==> config.mk <==
export PLATFORM = sky130hd
export DESIGN_NAME = gray_fifo_ptr
export DESIGN_NICKNAME = d
export VERILOG_FILES = /design/src/rtl/gray_fifo_ptr.sv
export SDC_FILE = /design/constraint.sdc
export NUM_CORES = 1
export LEC_CHECK = 0
export ABC_CLOCK_PERIOD_IN_PS = 3500
export CELL_PAD_IN_SITES_DETAIL_PLACEMENT = 0
export CELL_PAD_IN_SITES_GLOBAL_PLACEMENT = 2
export CORE_ASPECT_RATIO = 0.8
export CORE_MARGIN = 2
export CORE_UTILIZATION = 26
export DETAILED_ROUTE_END_ITERATION = 12
export PLACE_DENSITY = 0.85
export SYNTH_ARGS = -nofsm -noshare
export SYNTH_HDL_FRONTEND = slang
export SYNTH_SLANG_ARGS = --single-unit
==> constraint.sdc <==
create_clock -name clk_i -period 3.5 [get_ports clk_i]
set_input_delay 0.35 -clock clk_i [delete_from_list [all_inputs] [get_ports clk_i]]
set_output_delay 0.35 -clock clk_i [all_outputs]
set_load 0.03 [all_outputs]
==> src/rtl/gray_fifo_ptr.sv <==
// One side of an async FIFO: local binary/gray pointer, RAM address, and registered
// full-or-empty, almost and fill-level flags against the synchronised remote gray pointer.
module gray_fifo_ptr #(
   parameter int unsigned AddrWidth    = 4,
   parameter bit          IsWrite      = 1'b1,
   parameter int unsigned AlmostThresh = 2,
   localparam int unsigned PW          = AddrWidth + 1
) (
   input  logic                 clk_i,
   input  logic                 rst_i,
   input  logic                 inc_i,
   input  logic [PW-1:0]        remote_gray_i,
   output logic [AddrWidth-1:0] addr_o,
   output logic [PW-1:0]        ptr_bin_o,
   output logic [PW-1:0]        ptr_gray_o,
   output logic                 flag_o,
   output logic                 almost_o,
   output logic [PW-1:0]        level_o
);

   localparam int unsigned Depth = 2 ** AddrWidth;
   // Full when the local gray equals the remote gray with its two MSBs inverted.
   localparam logic [PW-1:0] FullMask       = PW'(3) << (PW - 2);
   localparam logic [PW-1:0] AlmostFullLvl  = PW'(Depth - AlmostThresh);
   localparam logic [PW-1:0] AlmostEmptyLvl = PW'(AlmostThresh);
   localparam logic          RstFlag        = !IsWrite;
   localparam logic          RstAlmost      = IsWrite ? (AlmostThresh >= Depth) : 1'b1;

   logic [PW-1:0] ptr_bin_q, ptr_bin_d;
   logic [PW-1:0] ptr_gray_q, ptr_gray_d;
   logic [PW-1:0] level_q, level_d;
   logic          flag_q, flag_d;
   logic          almost_q, almost_d;
   logic          acc;
   logic [PW-1:0] rbin;

   // Next pointer, remote conversion, and next-state flags.
   always_comb begin
      acc        = 1'b0;
      rbin       = '0;
      ptr_bin_d  = ptr_bin_q;
      ptr_gray_d = ptr_gray_q;
      level_d    = level_q;
      flag_d     = flag_q;
      almost_d   = almost_q;

      acc        = inc_i & ~flag_q;
      ptr_bin_d  = ptr_bin_q + PW'(acc);
      ptr_gray_d = ptr_bin_d ^ (ptr_bin_d >> 1);

      // Gray-to-binary: each bit is the XOR of all gray bits at or above it.
      for (int i = 0; i < int'(PW); i++) begin
         rbin[i] = ^(remote_gray_i >> i);
      end

      if (IsWrite) begin
         level_d  = ptr_bin_d - rbin;
         flag_d   = (ptr_gray_d == (remote_gray_i ^ FullMask));
         almost_d = (level_d >= AlmostFullLvl);
      end else begin
         level_d  = rbin - ptr_bin_d;
         flag_d   = (ptr_gray_d == remote_gray_i);
         almost_d = (level_d <= AlmostEmptyLvl);
      end
   end

   always_ff @(posedge clk_i) begin
      if (rst_i) begin
         ptr_bin_q  <= '0;
         ptr_gray_q <= '0;
         level_q    <= '0;
         flag_q     <= RstFlag;
         almost_q   <= RstAlmost;
      end else begin
         ptr_bin_q  <= ptr_bin_d;
         ptr_gray_q <= ptr_gray_d;
         level_q    <= level_d;
         flag_q     <= flag_d;
         almost_q   <= almost_d;
      end
   end

   assign addr_o     = ptr_bin_q[AddrWidth-1:0];
   assign ptr_bin_o  = ptr_bin_q;
   assign ptr_gray_o = ptr_gray_q;
   assign flag_o     = flag_q;
   assign almost_o   = almost_q;
   assign level_o    = level_q;

endmodule
==> flow_metrics.env, run 1 <==
export IMPL_cts_root_buf="clkbuf_8"
export IMPL_crit_fanout=5
export IMPL_finalSetupTns_ns=0
export IMPL_post_cts_resize_count=0
export IMPL_dp_hpwl_mm=1.459
export IMPL_timing_final_max_slew_violations=0
export IMPL_worst_setup_path_end_kind="register"
export IMPL_crit_path_start_kind="primary input"
export IMPL_finalCritPeriodShare_pct=89.81
export IMPL_path_cells="clkdlybuf4s50_1, xor2_1, xnor2_1, xor2_1, xnor2_1, ha_1, fa_1, nor2b_1, o21ai_0, o311ai_0, o21ai_0, mux2i_1, o41ai_1"
export IMPL_io_buffers=28
export IMPL_synth_distinct_cells=26
export IMPL_status="finished, final reports clean"
export IMPL_yosysWarnings=0
export IMPL_track_usage_pct=10.47
export IMPL_drv_cap=0
export IMPL_post_cts_buffers=0
export IMPL_drc_errors=0
export IMPL_ys_flop_type="dfxtp_1"
export IMPL_rsz0062_at_grt="no"
export IMPL_path_class="primary input to register"
export IMPL_syn_area_per_cell_um2=9.739
export IMPL_use_met2_pct=13.45
export IMPL_synth_nets=102
export IMPL_routedWlPerCell_um=11.31
export IMPL_dr_pass1_iters=4
export IMPL_use_met1_pct=15.89
export IMPL_top_usage_layer="met1"
export IMPL_insertion_delay_ns=0.24
export IMPL_grt_remaining_overflow=0
export IMPL_cp_top_family="XOR/XNOR gates"
export IMPL_cpMaxStageDelayCell="clkdlybuf4s50_1"
export IMPL_finalSetupViolCount=0
export IMPL_drt_iter0_drc=19
export IMPL_cp_required_ns=3.61
export IMPL_syn_area_um2=857.1
export IMPL_numCtsBuffers=3
export IMPL_crit_arrival_ns=3.25
export IMPL_area_growth_syn_to_layout_pct=40.29
export IMPL_final_nets=131
export IMPL_coreArea_mm2=0.003108
export IMPL_met3_usage_pct=1.222
export IMPL_tightest_slew_ns=0.5964
export IMPL_grt_pass1_wl_mm=2.925
export IMPL_die_height_um=55.36
export IMPL_pin_count=29
export IMPL_crit_path_max_incr_delay_ns=0.56
export IMPL_ctsHoldBuffers=0
export IMPL_fillers=317
export IMPL_cts_sinks=16
export IMPL_drive_gt1_share_pct=7.826
export IMPL_die_w_um=68.19
export IMPL_syn_inst=88
export IMPL_yosys_register_bits=16
export IMPL_postRouteAntennaNets=0
export IMPL_wl_mm=1.753
export IMPL_grt_max_degree=17
export IMPL_fin_area_mm2=0.001202
export IMPL_routed_via_density=4.284
export IMPL_hold_viol=0
export IMPL_synth_enable_flop_cells=0
export IMPL_power_density_mw_per_mm2=488.1
export IMPL_vias=664
export IMPL_async_flop_share_pct=0
export IMPL_irDropWorstVdd_mv=0.1482
export IMPL_path_buf_inv=1
export IMPL_ctsHtreeMaxLevel=1
export IMPL_grt_pass1_vias=580
export IMPL_dieArea_mm2=0.003775
export IMPL_start_util_pct=27.58
export IMPL_cts_tree="built"
export IMPL_clock_path_buffers=2
export IMPL_slew_headroom_pct=60.11
export IMPL_fin_worst_skew_ns=0.0003120
export IMPL_leakage_nw=0.4770
export IMPL_dpl_cell_area_mm2=0.001161
export IMPL_gp_congestion=0.7585
export IMPL_clk_pin_slew_ns=0.06
export IMPL_fmax_mhz=318.1
export IMPL_seq_area_frac_synth_pct=37.37
export IMPL_post_route_min_period_ns=3.143
export IMPL_rows=18
export IMPL_diodes=0
export IMPL_min_path_type="register to register"
export IMPL_antenna_found_initial=0
-- registers in the layout, summed over array words and instances (netlist names) --
signal and count:
level_o 5, ptr_bin_o 4, almost_o 1, flag_o 1, ptr_gray_o 5
-- cells by family (layout without fill, tap and decap cells) --
group                    count (synthesis)  count (layout)  share of synthesized area, %
AND/OR/NAND/NOR                         26              26                         15.18
buffers and inverters                   12              39                         7.445
flip-flops                              16              16                         37.37
AO/OA/AOI/OAI                           10              10                         8.759
XOR/XNOR                                17              17                         20.44
adder cells (fa/ha/maj)                  6               6                         9.635
multiplexers                             1               1                         1.168
-- worst min-delay path, stage by stage, from the launching register on --
cell	delay, ns
dfxtp_1	0.38
xor2_1	0.16
nor2_1	0.13
-- synth_stat cells, types with 2 or more instances --
cell type  count  area share [%]
dfxtp_1       16              37
nor2_1        12             5.3
xnor2_1        8             8.2
xor2_1         7             7.2
inv_1          6             2.6
buf_4          5             4.4
ha_1           5             7.3
nor2b_1        5             3.6
nand3_1        4             2.3
o21ai_0        3             1.8
or3_1          2             1.5
-- final cells by class --
class                           count  area [um^2]  area share (%)
Clock buffer                        3        41.29           3.434
Timing Repair Buffer               30        295.3           24.56
Sequential cell                    16        320.3           26.64
Multi-Input combinational cell     60        473.0           39.33
Inverter                            6        22.52           1.873
Tap cell                           40        50.05           4.162
-- power by group --
| group | internal, mW | switching [mW] |
|---|---|---|
| combinational | 0.105 | 0.133 |
| sequential | 0.207 | 0.00864 |
| clock | 0.0762 | 0.0580 |
| total | 0.388 | 0.199 |
-- worst paths after layout --
path,startpoint,end,slack [ns],cells past startpoint
setup / recovery,remote_gray_i[4],almost_o$_SDFF_PP0_,0.36,13
hold / removal,ptr_gray_o[4]$_SDFF_PP0_,ptr_gray_o[4]$_SDFF_PP0_,0.71,2
setup reg to reg,flag_o$_SDFF_PP0_,almost_o$_SDFF_PP0_,0.86,11
hold reg to reg,ptr_gray_o[4]$_SDFF_PP0_,ptr_gray_o[4]$_SDFF_PP0_,0.71,2
-- routing by layer --
layer	share of wire (%)	vias up	wire length, um
met1	53	297	928
met4	1.5	0	27
met2	41	20	724
met3	4.1	2	72
met5	0	-	0
li1	-	345	-
-- layout by cell type, fill, tap and decap left out --
master,n
clkdlybuf4s50_1,28
dfxtp_1,16
nor2_1,12
xnor2_1,8
xor2_1,7
inv_1,6
nor2b_1,5
ha_1,5
nand3_1,4
o21ai_0,3
clkbuf_8,3
or3_1,2
buf_4,2
xor2_4,1
xor2_2,1
a21o_1,1
a21oi_1,1
o31ai_1,1
o311ai_0,1
mux2i_1,1
o41ai_1,1
and3_1,1
nor3_1,1
o211ai_1,1
nor3_2,1
a221oi_2,1
fa_1,1
-- stage by stage --
stage	hold WS [ns]	power (mW)	setup slack, ns	utilization [%]	std cells
final	0.7132	0.5869	0.3567	38.69	155
after detailed placement	0.7074	0.4586	0.1170	37.36	152
after global placement	0.6972	0.4542	0.2251	37.36	152
after CTS	0.7258	0.5927	0.3608	38.69	155
after global routing	0.7783	0.6258	0.09866	38.69	155
after floorplan	0.4162	0.3721	0.9005	-	88
(Power assumes the default switching activity.)
==> inputs of run 2 (changes only) <==
SLEW_MARGIN = 20   (was default)
==> results of run 2 <==
The final DEF is identical to that of run 1; final timing and power are the same.
==> inputs of run 3 (changes only) <==
CORE_ASPECT_RATIO = default   (was 0.8)
HOLD_SLACK_MARGIN = 0.08   (was default)
==> run 3 against run 2 <==
Count of clock-buffer cells in the layout grew 1. Wire length shrank 3.6%. Final cell count grew 4.5%. Non-clock buffer count grew 2. Global-route usage shrank 0.44 points. Worst setup slack gained 0.048 ns. First-iteration DRC count shrank 74%. Sequential cell count is the same. Total power shrank 2.4%. Sequential power is essentially flat.
==> flow_metrics.env, run 3 (same netlist as run 1, synthesis figures left out) <==
export IMPL_status="finished, final reports clean"
export IMPL_fmax_mhz=323.0
export IMPL_coreArea_mm2=0.003103
export IMPL_final_cell_mix="28 x clkdlybuf4s50_1, 16 x dfxtp_1, 12 x nor2_1"
export IMPL_min_path_type="register to register"
export IMPL_finalSetupViolCount=0
export IMPL_tightest_slew_ns=0.6022
export IMPL_drc_errors=0
export IMPL_dr_pass1_iters=2
export IMPL_grt_max_degree=17
export IMPL_gp_congestion=0.7855
export IMPL_routedWlPerCell_um=10.43
export IMPL_drt_iter0_drc=5
export IMPL_fin_worst_skew_ns=0.002089
export IMPL_path_class="primary input to register"
export IMPL_track_usage_pct=10.03
export IMPL_insertion_delay_ns=0.28
export IMPL_numCtsBuffers=3
export IMPL_hold_viol=0
export IMPL_diodes=0
export IMPL_io_buffers=28
export IMPL_fillers=347
export IMPL_grt_remaining_overflow=0
export IMPL_pin_count=29
export IMPL_clock_path_buffers=2
export IMPL_ctsHtreeMaxLevel=1
export IMPL_whs_ns=0.7207
export IMPL_area_growth_syn_to_layout_pct=42.04
export IMPL_die_height_um=61.42
export IMPL_leakage_nw=0.4864
export IMPL_wl_mm=1.690
export IMPL_r2r_slack_ns=0.97
export IMPL_drv_cap=0
export IMPL_grt_pass1_wl_mm=2.753
export IMPL_cts_root_buf="clkbuf_4"
export IMPL_dp_hpwl_mm=1.391
export IMPL_cp_required_ns=3.65
export IMPL_cts_sinks=16
export IMPL_rows=20
export IMPL_drive_gt1_share_pct=10.17
export IMPL_worst_setup_path_end_kind="register"
export IMPL_irDropWorstVdd_mv=0.1286
export IMPL_routed_via_density=4.333
export IMPL_crit_path_start_kind="primary input"
export IMPL_finalSetupTns_ns=0
export IMPL_grt_pass1_vias=674
export IMPL_layout_commonest_cell="clkdlybuf4s50_1"
export IMPL_vias=702
export IMPL_final_nets=133
export IMPL_ctsHoldBuffers=0
export IMPL_dieArea_mm2=0.003772
export IMPL_die_w_um=61.42
export IMPL_slew_headroom_pct=59.73
export IMPL_crit_fanout=5
export IMPL_cts_tree="built"
export IMPL_power_density_mw_per_mm2=470.6
export IMPL_finalCritPeriodShare_pct=88.45
export IMPL_multi_input_area_um2=473.0
export IMPL_antenna_found_initial=0
export IMPL_hold_path_depth=2
export IMPL_ff_latch_area_um2=320.3
export IMPL_postRouteAntennaNets=0
export IMPL_rsz0062_at_grt="no"
export IMPL_post_route_min_period_ns=3.096
export IMPL_timing_final_max_slew_violations=0
export IMPL_post_cts_resize_count=0
export IMPL_clk_pin_slew_ns=0.09
export IMPL_post_cts_buffers=0
export IMPL_crit_arrival_ns=3.25
export IMPL_start_util_pct=27.62
export IMPL_reg2regPathDepth=11
[run 3: stage by stage]
step                      setup slack (ns)  std cells  util [%]  cell area (um^2)  power, mW
after floorplan                     0.9005         88         -             857.1     0.3721
after global placement              0.1742        158     38.06              1181     0.4557
after detailed placement           0.09764        158     38.06              1181     0.4625
after CTS                           0.3840        162     39.23              1217     0.5829
after global routing                0.1086        162     39.23              1217     0.6094
final                               0.4043        162     39.23              1217     0.5729
[run 3: worst max-delay path: stages]
cell	delay [ns]
clkdlybuf4s50_1	0.54
xor2_1	0.27
xnor2_1	0.20
xor2_1	0.24
xnor2_1	0.10
ha_1	0.21
fa_1	0.40
nor2b_1	0.22
o21ai_0	0.10
o311ai_0	0.10
o21ai_0	0.18
mux2i_1	0.24
o41ai_1	0.10
[run 3: path summary, 6_finish.rpt]
path                       startpoint                       end
min          ptr_gray_o[4]$_SDFF_PP0_  ptr_gray_o[4]$_SDFF_PP0_
max                  remote_gray_i[3]       almost_o$_SDFF_PP0_
max reg2reg         flag_o$_SDFF_PP0_       almost_o$_SDFF_PP0_
min reg2reg  ptr_gray_o[4]$_SDFF_PP0_  ptr_gray_o[4]$_SDFF_PP0_
[run 3: final cells by class]
cell class                      count  share of cell area [%]
Tap cell                           44                   4.522
Timing Repair Buffer               32                   25.49
Sequential cell                    16                   26.31
Multi-Input combinational cell     60                   38.85
Clock buffer                        4                   2.980
Inverter                            6                   1.850
[run 3: power by group]
part | internal [mW] | switching, mW | total (mW)
combinational | 0.108 | 0.132 | 0.240
sequential | 0.206 | 0.00849 | 0.215
clock | 0.0633 | 0.0554 | 0.119
total | 0.377 | 0.196 | 0.573
[run 3: metal layers]
metal	vias to the layer above	global-route usage [%]	part of all wire, %
met5	-	0	0
met4	0	8.207	3.5
met3	6	0.6303	4.7
met2	25	16.57	46
met1	322	11.94	46
li1	349	-	-
